File: config.mk
export PLATFORM = sky130hd
export DESIGN_NAME = axi4_lite_slave_regs
export DESIGN_NICKNAME = d
export VERILOG_FILES = /design/src/rtl/axi4_lite_pkg.sv /design/src/rtl/axi4_lite_addr_decode.sv /design/src/rtl/axi4_lite_slave_regs.sv
export SDC_FILE = /design/constraint.sdc
export NUM_CORES = 2
export LEC_CHECK = 0
export ABC_AREA = 0
export CAP_MARGIN = 10
export CELL_PAD_IN_SITES_DETAIL_PLACEMENT = 0
export CELL_PAD_IN_SITES_GLOBAL_PLACEMENT = 2
export CORE_ASPECT_RATIO = 1.2
export CORE_MARGIN = 1
export CORE_UTILIZATION = 37
export DETAILED_ROUTE_END_ITERATION = 7
export PLACE_DENSITY = 0.83
export REMOVE_ABC_BUFFERS = 1
export SLEW_MARGIN = 10
export SYNTH_ARGS = -nofsm -noshare
export SYNTH_HDL_FRONTEND = slang
export SYNTH_SLANG_ARGS = --single-unit
export TNS_END_PERCENT = 100
File: constraint.sdc
create_clock -name aclk -period 30.5 [get_ports aclk]
set_input_delay 6.1 -clock aclk [delete_from_list [all_inputs] [get_ports aclk]]
set_output_delay 6.1 -clock aclk [all_outputs]
set_load 0.03 [all_outputs]
File: src/rtl/axi4_lite_pkg.sv
`default_nettype none
// ============================================================================
// Module      : axi4_lite_pkg
// Description : Shared constants for the AXI4-Lite register responder:
//               response codes, FSM state encodings and window geometry.
// Revision    : 1.0 - initial release
// ============================================================================
package axi4_lite_pkg;

  // AXI response codes
  localparam logic [1:0] RESP_OKAY   = 2'b00;
  localparam logic [1:0] RESP_SLVERR = 2'b10;
  localparam logic [1:0] RESP_DECERR = 2'b11;

  // Write FSM encoding
  localparam logic [0:0] W_IDLE = 1'b0;
  localparam logic [0:0] W_RESP = 1'b1;

  // Read FSM encoding
  localparam logic [0:0] R_IDLE = 1'b0;
  localparam logic [0:0] R_DATA = 1'b1;

  // 4 KB window of 32-bit words
  localparam int ADDR_WIN_BITS = 12;
  localparam int WORD_LSB      = 2;
  localparam int IDX_BITS      = ADDR_WIN_BITS - WORD_LSB;

endpackage
`default_nettype wire

File: src/rtl/axi4_lite_addr_decode.sv
`default_nettype none
// ============================================================================
// Module      : axi4_lite_addr_decode
// Description : Combinational window hit test and word index extraction.
//               The byte offset addr[1:0] plays no part in the decode.
// Revision    : 1.0 - initial release
// ============================================================================
module axi4_lite_addr_decode
  import axi4_lite_pkg::*;
#(
  parameter logic [31:0] BASE_ADDR = 32'h0000_2000,
  parameter int          NUM_REGS  = 16
) (
  input  logic [31:0]         addr,
  output logic                hit,
  output logic [IDX_BITS-1:0] index
);

  // Byte offset within a word is deliberately ignored
  logic unused_lsb;
  assign unused_lsb = ^addr[WORD_LSB-1:0];

  assign index = addr[ADDR_WIN_BITS-1:WORD_LSB];
  assign hit   = (addr[31:ADDR_WIN_BITS] == BASE_ADDR[31:ADDR_WIN_BITS]) &&
                 (32'(index) < NUM_REGS);

endmodule
`default_nettype wire

File: src/rtl/axi4_lite_slave_regs.sv
`default_nettype none
// ============================================================================
// Module      : axi4_lite_slave_regs
// Description : AXI4-Lite responder exposing NUM_REGS 32-bit registers in a
//               4 KB window at BASE_ADDR. Independent write and read FSMs,
//               one outstanding transaction per direction.
//               Build option AXIL_SLV_DECERR_EN: out-of-window accesses
//               answer DECERR instead of OKAY.
// Revision    : 1.0 - initial release
// ============================================================================
module axi4_lite_slave_regs
  import axi4_lite_pkg::*;
#(
  parameter logic [31:0] BASE_ADDR = 32'h0000_2000,
  parameter int          NUM_REGS  = 16,
  parameter logic [31:0] RESET_VAL = 32'h0000_0000
) (
  input  logic        aclk,
  input  logic        areset,
  input  logic [31:0] awaddr_in,
  input  logic [2:0]  awprot_in,
  input  logic        awvalid_in,
  output logic        awready_out,
  input  logic [31:0] wdata_in,
  input  logic [3:0]  wstrb_in,
  input  logic        wvalid_in,
  output logic        wready_out,
  output logic [1:0]  bresp_out,
  output logic        bvalid_out,
  input  logic        bready_in,
  input  logic [31:0] araddr_in,
  input  logic [2:0]  arprot_in,
  input  logic        arvalid_in,
  output logic        arready_out,
  output logic [31:0] rdata_out,
  output logic [1:0]  rresp_out,
  output logic        rvalid_out,
  input  logic        rready_in
);

`ifdef AXIL_SLV_DECERR_EN
  localparam logic [1:0] MISS_RESP = RESP_DECERR;
`else
  localparam logic [1:0] MISS_RESP = RESP_OKAY;
`endif

  // Protection attributes are accepted but carry no meaning here
  logic unused_prot;
  assign unused_prot = ^{awprot_in, arprot_in};

  // ---------------------------------------------------------------- write path
  logic [0:0]          w_state;
  logic [0:0]          w_state_next;
  logic                aw_held;
  logic                w_held;
  logic [31:0]         aw_addr_q;
  logic [31:0]         w_data_q;
  logic [3:0]          w_strb_q;
  logic [1:0]          bresp_q;
  logic                aw_fire;
  logic                w_fire;
  logic                do_write;
  logic [31:0]         wr_addr;
  logic [31:0]         wr_data;
  logic [3:0]          wr_strb;
  logic                wr_hit;
  logic [IDX_BITS-1:0] wr_idx;

  assign aw_fire = awvalid_in && awready_out;
  assign w_fire  = wvalid_in && wready_out;

  // Whichever half arrives on the completing edge is taken straight from the bus
  assign wr_addr = aw_held ? aw_addr_q : awaddr_in;
  assign wr_data = w_held  ? w_data_q  : wdata_in;
  assign wr_strb = w_held  ? w_strb_q  : wstrb_in;

  assign do_write = (w_state == W_IDLE) && (aw_held || aw_fire) && (w_held || w_fire);

  axi4_lite_addr_decode #(
    .BASE_ADDR (BASE_ADDR),
    .NUM_REGS  (NUM_REGS)
  ) u_wr_decode (
    .addr  (wr_addr),
    .hit   (wr_hit),
    .index (wr_idx)
  );

  // Write FSM state register
  always_ff @(posedge aclk or posedge areset) begin
    if (areset) begin
      w_state <= W_IDLE;
    end else begin
      w_state <= w_state_next;
    end
  end

  // Write FSM next-state logic
  always_comb begin
    w_state_next = w_state;
    case (w_state)
      W_IDLE:  if (do_write)  w_state_next = W_RESP;
      W_RESP:  if (bready_in) w_state_next = W_IDLE;
      default: w_state_next = W_IDLE;
    endcase
  end

  // Write FSM outputs; readies come only from registered state
  always_comb begin
    awready_out = (w_state == W_IDLE) && !aw_held;
    wready_out  = (w_state == W_IDLE) && !w_held;
    bvalid_out  = (w_state == W_RESP);
    bresp_out   = bresp_q;
  end

  // Capture AW and W independently, release both when the write commits
  always_ff @(posedge aclk or posedge areset) begin
    if (areset) begin
      aw_held   <= 1'b0;
      w_held    <= 1'b0;
      aw_addr_q <= '0;
      w_data_q  <= '0;
      w_strb_q  <= '0;
      bresp_q   <= RESP_OKAY;
    end else if (do_write) begin
      aw_held <= 1'b0;
      w_held  <= 1'b0;
      bresp_q <= wr_hit ? RESP_OKAY : MISS_RESP;
    end else begin
      if (aw_fire) begin
        aw_held   <= 1'b1;
        aw_addr_q <= awaddr_in;
      end
      if (w_fire) begin
        w_held   <= 1'b1;
        w_data_q <= wdata_in;
        w_strb_q <= wstrb_in;
      end
    end
  end

  // ------------------------------------------------------------ register bank
  logic [NUM_REGS-1:0][31:0] reg_words;

  for (genvar i = 0; i < NUM_REGS; i++) begin : g_reg
    localparam logic [IDX_BITS-1:0] IDX = IDX_BITS'(i);
    logic [31:0] word;
    logic        sel;

    assign sel          = do_write && wr_hit && (wr_idx == IDX);
    assign reg_words[i] = word;

    // Byte-lane masked update of one register
    always_ff @(posedge aclk or posedge areset) begin
      if (areset) begin
        word <= RESET_VAL;
      end else if (sel) begin
        for (int b = 0; b < 4; b++) begin
          if (wr_strb[b]) word[8*b +: 8] <= wr_data[8*b +: 8];
        end
      end
    end
  end

  // ----------------------------------------------------------------- read path
  logic [0:0]          r_state;
  logic [0:0]          r_state_next;
  logic [31:0]         rdata_q;
  logic [1:0]          rresp_q;
  logic                ar_fire;
  logic                rd_hit;
  logic [IDX_BITS-1:0] rd_idx;
  logic [31:0]         rd_word;

  assign ar_fire = arvalid_in && arready_out;

  axi4_lite_addr_decode #(
    .BASE_ADDR (BASE_ADDR),
    .NUM_REGS  (NUM_REGS)
  ) u_rd_decode (
    .addr  (araddr_in),
    .hit   (rd_hit),
    .index (rd_idx)
  );

  // Read mux over the register bank
  always_comb begin
    rd_word = '0;
    for (int i = 0; i < NUM_REGS; i++) begin
      if (rd_idx == IDX_BITS'(i)) rd_word = reg_words[i];
    end
  end

  // Read FSM state register
  always_ff @(posedge aclk or posedge areset) begin
    if (areset) begin
      r_state <= R_IDLE;
    end else begin
      r_state <= r_state_next;
    end
  end

  // Read FSM next-state logic
  always_comb begin
    r_state_next = r_state;
    case (r_state)
      R_IDLE:  if (arvalid_in) r_state_next = R_DATA;
      R_DATA:  if (rready_in)  r_state_next = R_IDLE;
      default: r_state_next = R_IDLE;
    endcase
  end

  // Read FSM outputs
  always_comb begin
    arready_out = (r_state == R_IDLE);
    rvalid_out  = (r_state == R_DATA);
    rdata_out   = rdata_q;
    rresp_out   = rresp_q;
  end

  // Load read data on the AR handshake; a concurrent write is not yet visible
  always_ff @(posedge aclk or posedge areset) begin
    if (areset) begin
      rdata_q <= '0;
      rresp_q <= RESP_OKAY;
    end else if (ar_fire) begin
      rdata_q <= rd_hit ? rd_word : 32'h0;
      rresp_q <= rd_hit ? RESP_OKAY : MISS_RESP;
    end
  end

endmodule
`default_nettype wire

; After elaboration in Yosys (flattened, before gate mapping)
; Index checks and enable logic that the tools add are counted.
[op_classes]
n_lt_le_gt_ge = 2
n_eq_ne = 32
mux = 30
bitwise = 3
reduce_logical = 100
[ops]
columns = op, count
row1 = 32-bit 2-to-1 mux, 19
row2 = "10-bit by 4-bit == test with 1-bit output, second input constant", 16
row3 = 2-bit AND reduction, 66
row4 = "10-bit by 3-bit == test with 1-bit output, second input constant", 8
row5 = "10-bit by 2-bit == test with 1-bit output, second input constant", 4
row6 = "20-bit by 2-bit == test with 1-bit output, second input constant", 2
row7 = 1-bit logical AND, 26
row8 = "10-bit by 1-bit == test with 1-bit output, second input constant", 2
row9 = 10-bit logical NOT, 2
row10 = "10-bit by 5-bit less-than comparator with 1-bit output, second input constant", 2
row11 = 1-bit 2-to-1 mux, 8
row12 = 4-bit 2-to-1 mux, 1
row13 = 1-bit one-hot mux with 2 select lines, 2
row14 = 2-bit nonzero test, 2
row15 = 1-bit inverter, 3
row16 = 1-bit logical NOT, 2
row17 = 1-bit logical OR, 2
[totals]
regBits = 616
in_bits = 113
out_inout_bits = 41
word_cells = 239

; Depth between registers and ports, before layout
[depth]
depth_word = 18
depth_mapped = 10
ltp_nobuf = 6

; By module
; From an unflattened synthesis, not the netlist that was laid out.
[unflattened]
hier_cells = 3053
area_unflattened_um2 = 29828.6
[by_module_without_submodules]
columns = module, n_inst, cells_per_inst, area_each_um2, seq_area_each_um2
row1 = axi4_lite_slave_regs, 1, 3013, 29535.8, 15414.8
row2 = axi4_lite_addr_decode, 2, 20, 146.4, 0.0

; Worst setup path after synthesis
; OpenSTA, ideal clock, no wires.
[synth_path]
path_type = input to register
start = input awaddr_in[9]
end = register g_reg[0].word[0]
setup_ns = 0.125
t_arrival_ns = 8.306
required_ns = 30.375
slack_ns = 22.069
path_stages = 7
path_buffers = 2
cell_sequence = or4_1 -> o41a_1 -> buf_6 -> or4_4 -> buf_12 -> nor2_8 -> mux2_4
[synth_between]
elab_chain_cells = 6
word_cells_on_any_way = 7
cone_classes = order compare: 1 / mux: 1 / reduce/logical: 5
[synth_lines]
columns = element, line
row1 = "start, declared", axi4_lite_slave_regs.sv:20  ; input logic [31:0] awaddr_in,
row2 = 32-bit 2-to-1 mux (*), axi4_lite_slave_regs.sv:73  ; assign wr_addr = aw_held ? aw_addr_q : awaddr_in;
row3 = 10-bit by 5-bit less-than comparator with 1-bit output, axi4_lite_addr_decode.sv:25  ; (32'(index) < NUM_REGS);
row4 = 1-bit logical AND, axi4_lite_addr_decode.sv:24  ; assign hit = (addr[31:ADDR_WIN_BITS] == BASE_ADDR[31:ADDR_WIN_BITS]) &&
row5 = 1-bit logical AND, axi4_lite_slave_regs.sv:149  ; assign sel = do_write && wr_hit && (wr_idx == IDX);
row6 = 1-bit logical AND (*), axi4_lite_slave_regs.sv:149
row7 = 2-bit AND reduction (no source line) (*), --
row8 = "end signal, assigned by index", axi4_lite_slave_regs.sv:158  ; if (wr_strb[b]) word[8*b +: 8] <= wr_data[8*b +: 8];
row9 = "end, declared", axi4_lite_slave_regs.sv:146  ; logic [31:0] word;
; Mark *: on every way between the ends. The rest lies on a longest branch, timed or not.
; A chain may end at the register's enable or synchronous reset.

; Worst setup path after layout
[layout_path]
start = input araddr_in[5]
end = register rdata_q[11], in the netlist rdata_out[11]
[layout_between]
elab_chain_cells = 18
word_cells_on_any_way = 35
cone_classes = order compare: 1 / eq/ne: 15 / mux: 17 / reduce/logical: 2
[layout_lines]
columns = element, line
row1 = "start, declared", axi4_lite_slave_regs.sv:31  ; input logic [31:0] araddr_in,
row2 = 10-bit logical NOT, axi4_lite_slave_regs.sv:189  ; if (rd_idx == IDX_BITS'(i)) rd_word = reg_words[i];
row3 = 32-bit 2-to-1 mux (16 in series), axi4_lite_slave_regs.sv:189
row4 = 32-bit 2-to-1 mux (*), axi4_lite_slave_regs.sv:226  ; rdata_q <= rd_hit ? rd_word : 32'h0;
row5 = "end signal, assigned", axi4_lite_slave_regs.sv:226
row6 = "end, declared", axi4_lite_slave_regs.sv:167  ; logic [31:0] rdata_q;
; Marked as above.

==> results.md <==
- Status: completed
- # clock sinks: 614
- Clock slew at reported path FFs: 0.06 ns
- Crit. End Element: register
- CP Launch Type: input port
- Drc violations: 0
- Initial Util: 37.6%
- M1 GR Usage: just under 30%
- WP buf/inv: 2
- Place WS: 20.22 ns
- DIE WIDTH: ~260 um
- Initial antenna violation count: 0
- Die area: between 80000 and 90000 um2
- Post_cts resized: 0
- Gr usage total: 22.7%
- Met2 Use GR: 37.0%
- DRT iter0 DRCs: 1473
- Layout cells sized above 1: 34.3%
- Post-Route Setup TNS: 0 ns
- Worst path top cell family by delay: simple AND/OR/NAND/NOR gates
- Hold buffer count at cts: 0
- Worst path cell trace: buf_4, and2_0, and3_1, nand2_1, nand2_1, buf_4, a221oi_1, a221o_1
- Final Hold Vio Count: 0
- Total gr overflow: 0
- Ys Warns: 0
- Worst-path fanout max: 36
- Vias in the first global route: 20800
- Max VDD drop: 0.0463 mV
- Gpl congestion: 0.845
- Final wirelength: roughly 90 mm
- Largest stage delay on the critical path: 0.83 ns
- Max Cap Violations: 0
- Critical path required time: 30.99 ns
- Min-Delay Path Class: register to register
- Final period utilization: roughly 32%
- GR peak layer: met2
- Num rows: 112
- Vias per std cell: 5.78
- Antenna fix cells: 0
- H-Tree Depth: 3
- CTS root buf: clkbuf_16
- Wire per inst: 26.6 um
- Fmax: 0.101 GHz
- RSZ-0062 raised after global routing: no
- Yosys reg bits: 614
- Post-synth cell types: 72
- Port bufs: 139
- Num CTS Buffers: 66
- First-pass GRT wire length: between 100 and 150 mm
- Core Area: roughly 80000 um2
- Pwr Total: 2.09 mW
- Post-synth EDFFs: 0
- Relative slew margins: 22.3%
- Syn Inst Count: 2246
- CTS tree: built
- Leak: around 16 nW
- Post-CTS Setup Repair Bufs: 0
- Via count: ~20000
- Clock buffer depth: 3
- Mean Syn Cell Area: 13.1 um2
- WP data arrival: 10.36 ns
- Max-slew violation count: 0
- Ports: 154
- Filler Cell Count: 7146
- Final net count: 2452
- PnR worst setup slack: 20.63 ns
- Worst-margin pin slew: 1.17 ns
- Detail Placement HPWL: 58.6 mm
- DR pass1 iterations: 6
- Die Y-Extent: 311 um
- Endpoints failing setup: 0
- Main synth FF type: dfrtp_1
- WS Path Type: input port to register
- CP max-delay cell: and3_1
- Synth Cell Area: 29400 um2
- Min Clock Period, post-route: 9.87 ns
- Routed Antenna Nets: 0
- Synth-to-Final Area Change: 15.7%
- Clock Latency Late Sink: 0.61 ns
- Met3 Usage GRT: between 3 and 4%
- Ys async rst share: 100%
- Setup Skew: roughly 0.020 ns
- Largest net degree at the start of global routing: 168
- Power per cell area: 61.3 nW/um2
- Seq/Total Area, Yosys: 52.3%
==> worst register-to-register path, delay by kind of cell (launching register included) <==
kind / cells / cell delay (ns)
flip-flops: 1 / 0.65
AO/OA/AOI/OAI: 1 / 0.43
AND/OR/NAND/NOR: 4 / 2.13
multiplexers: 1 / 0.40
==> state kept, by name, summed over array words and instances, names as in the netlist <==
register / flops
rvalid_out: 1
g.word: 512
rdata_out: 32
w_data_q: 32
bvalid_out: 1
aw_addr_q: 30
aw_held: 1
w_strb_q: 4
w_held: 1
==> per-layer routing <==
| layer | up-vias | part of all wire (%) |
|---|---|---|
| met5 | - | 0 |
| met2 | 687 | 48 |
| met3 | 199 | 5.9 |
| met1 | 10400 | 41 |
| met4 | 0 | 4.8 |
| li1 | 8473 | - |
==> placed cells by master, fill, tap and decap left out, types with 6 or more instances in the layout <==
cell type        instances
o21ai_0                 92
nand2b_1                 9
nor2b_1                 16
nor3_1                  28
a32oi_1                  7
buf_4                   35
nand3_1                 11
mux2i_1                 64
a211oi_1                10
nor4_1                  13
mux2_2                 483
clkbuf_1                10
dfrtp_1                613
nand2_1                130
nor2_8                  30
o31ai_1                 15
inv_1                   12
clkinv_2                14
mux2_1                  11
o221ai_1                14
mux2_4                 128
o32ai_1                 10
clkdlybuf4s50_1        135
clkbuf_16               73
a21oi_1                 83
a31oi_1                 12
clkbuf_8                11
a22o_1                  14
o211ai_1                 9
a2bb2oi_1                6
o22ai_1                 31
nor2_1                  79
a22oi_1                 29
mux4_2                  14
a221oi_1                22
==> report_power, final <==
group / total [mW] / internal [mW] / switching, mW
clock: 0.834 / 0.502 / 0.333
sequential: 0.908 / 0.872 / 0.0362
combinational: 0.345 / 0.118 / 0.227
total: 2.09 / 1.49 / 0.596
==> layout make-up <==
type | count | area [um2] | share of cell area [%]
clock buffers | 94 | 2020 | 5.92
repair buffers | 172 | 1650 | 4.86
clock inverters | 21 | 235 | 0.691
inverters | 14 | 60.1 | 0.177
well taps | 1026 | 1280 | 3.77
flip-flops and latches | 614 | 15400 | 45.2
multi-input cells | 1471 | 13400 | 39.4
==> Yosys cell counts (11+ instances only) <==
master,count,area share [%]
dfrtp_1,614,52
mux2_2,483,18
nand2_1,132,1.7
mux2_4,128,6.5
clkbuf_1,108,1.4
o21ai_0,92,1.6
a21oi_1,83,1.4
nor2_1,80,1.0
mux2i_1,64,2.2
o22ai_1,31,0.66
nor2_8,30,2.0
a22oi_1,29,0.74
nor3_1,29,0.49
a221oi_1,22,0.66
buf_1,22,0.28
nor2b_1,19,0.40
o31ai_1,15,0.38
a22o_1,14,0.42
mux4_2,14,1.1
o221ai_1,14,0.42
inv_1,13,0.17
nor4_1,13,0.28
a31oi_1,12,0.26
buf_2,12,0.20
mux2_1,11,0.42
nand3_1,11,0.19
==> path summary, 6_finish.rpt <==
check | from | endpoint | slack (ns) | cells after the start
worst max-delay path | araddr_in[5] | rdata_out[11] | 20.63 | 8
worst min-delay path | g_reg[3].word[30] | g_reg[3].word[30] | 0.49 | 1
worst max register to register | bvalid_out | g_reg[7].word[26] | 26.78 | 6
worst min register to register | g_reg[3].word[30] | g_reg[3].word[30] | 0.49 | 1
max in group asynchronous | areset | w_data_q[24] | 22.18 | 4
min in group asynchronous | areset | w_data_q[13] | 6.07 | 2
==> cells by family after synthesis <==
kind of cell	synth area share, %
flops	52.3
simple gates	7.64
compound gates	9.00
buf+inv	2.39
other cells	0.0128
mux	28.7
==> through the flow <==
stage          utilization, %  hold WS, ns  instances  instance area (um2)
2_1_floorplan               -        0.452       2099                28800
3_3_place_gp             40.6        0.467       3297                31800
3_5_place_dp             40.6        0.475       3297                31800
4_1_cts                  43.5        0.488       3412                34000
5_1_grt                  43.5        0.508       3412                34000
6_report                 43.5        0.486       3412                34000
No activity file was read; power rests on OpenSTA's default activity.
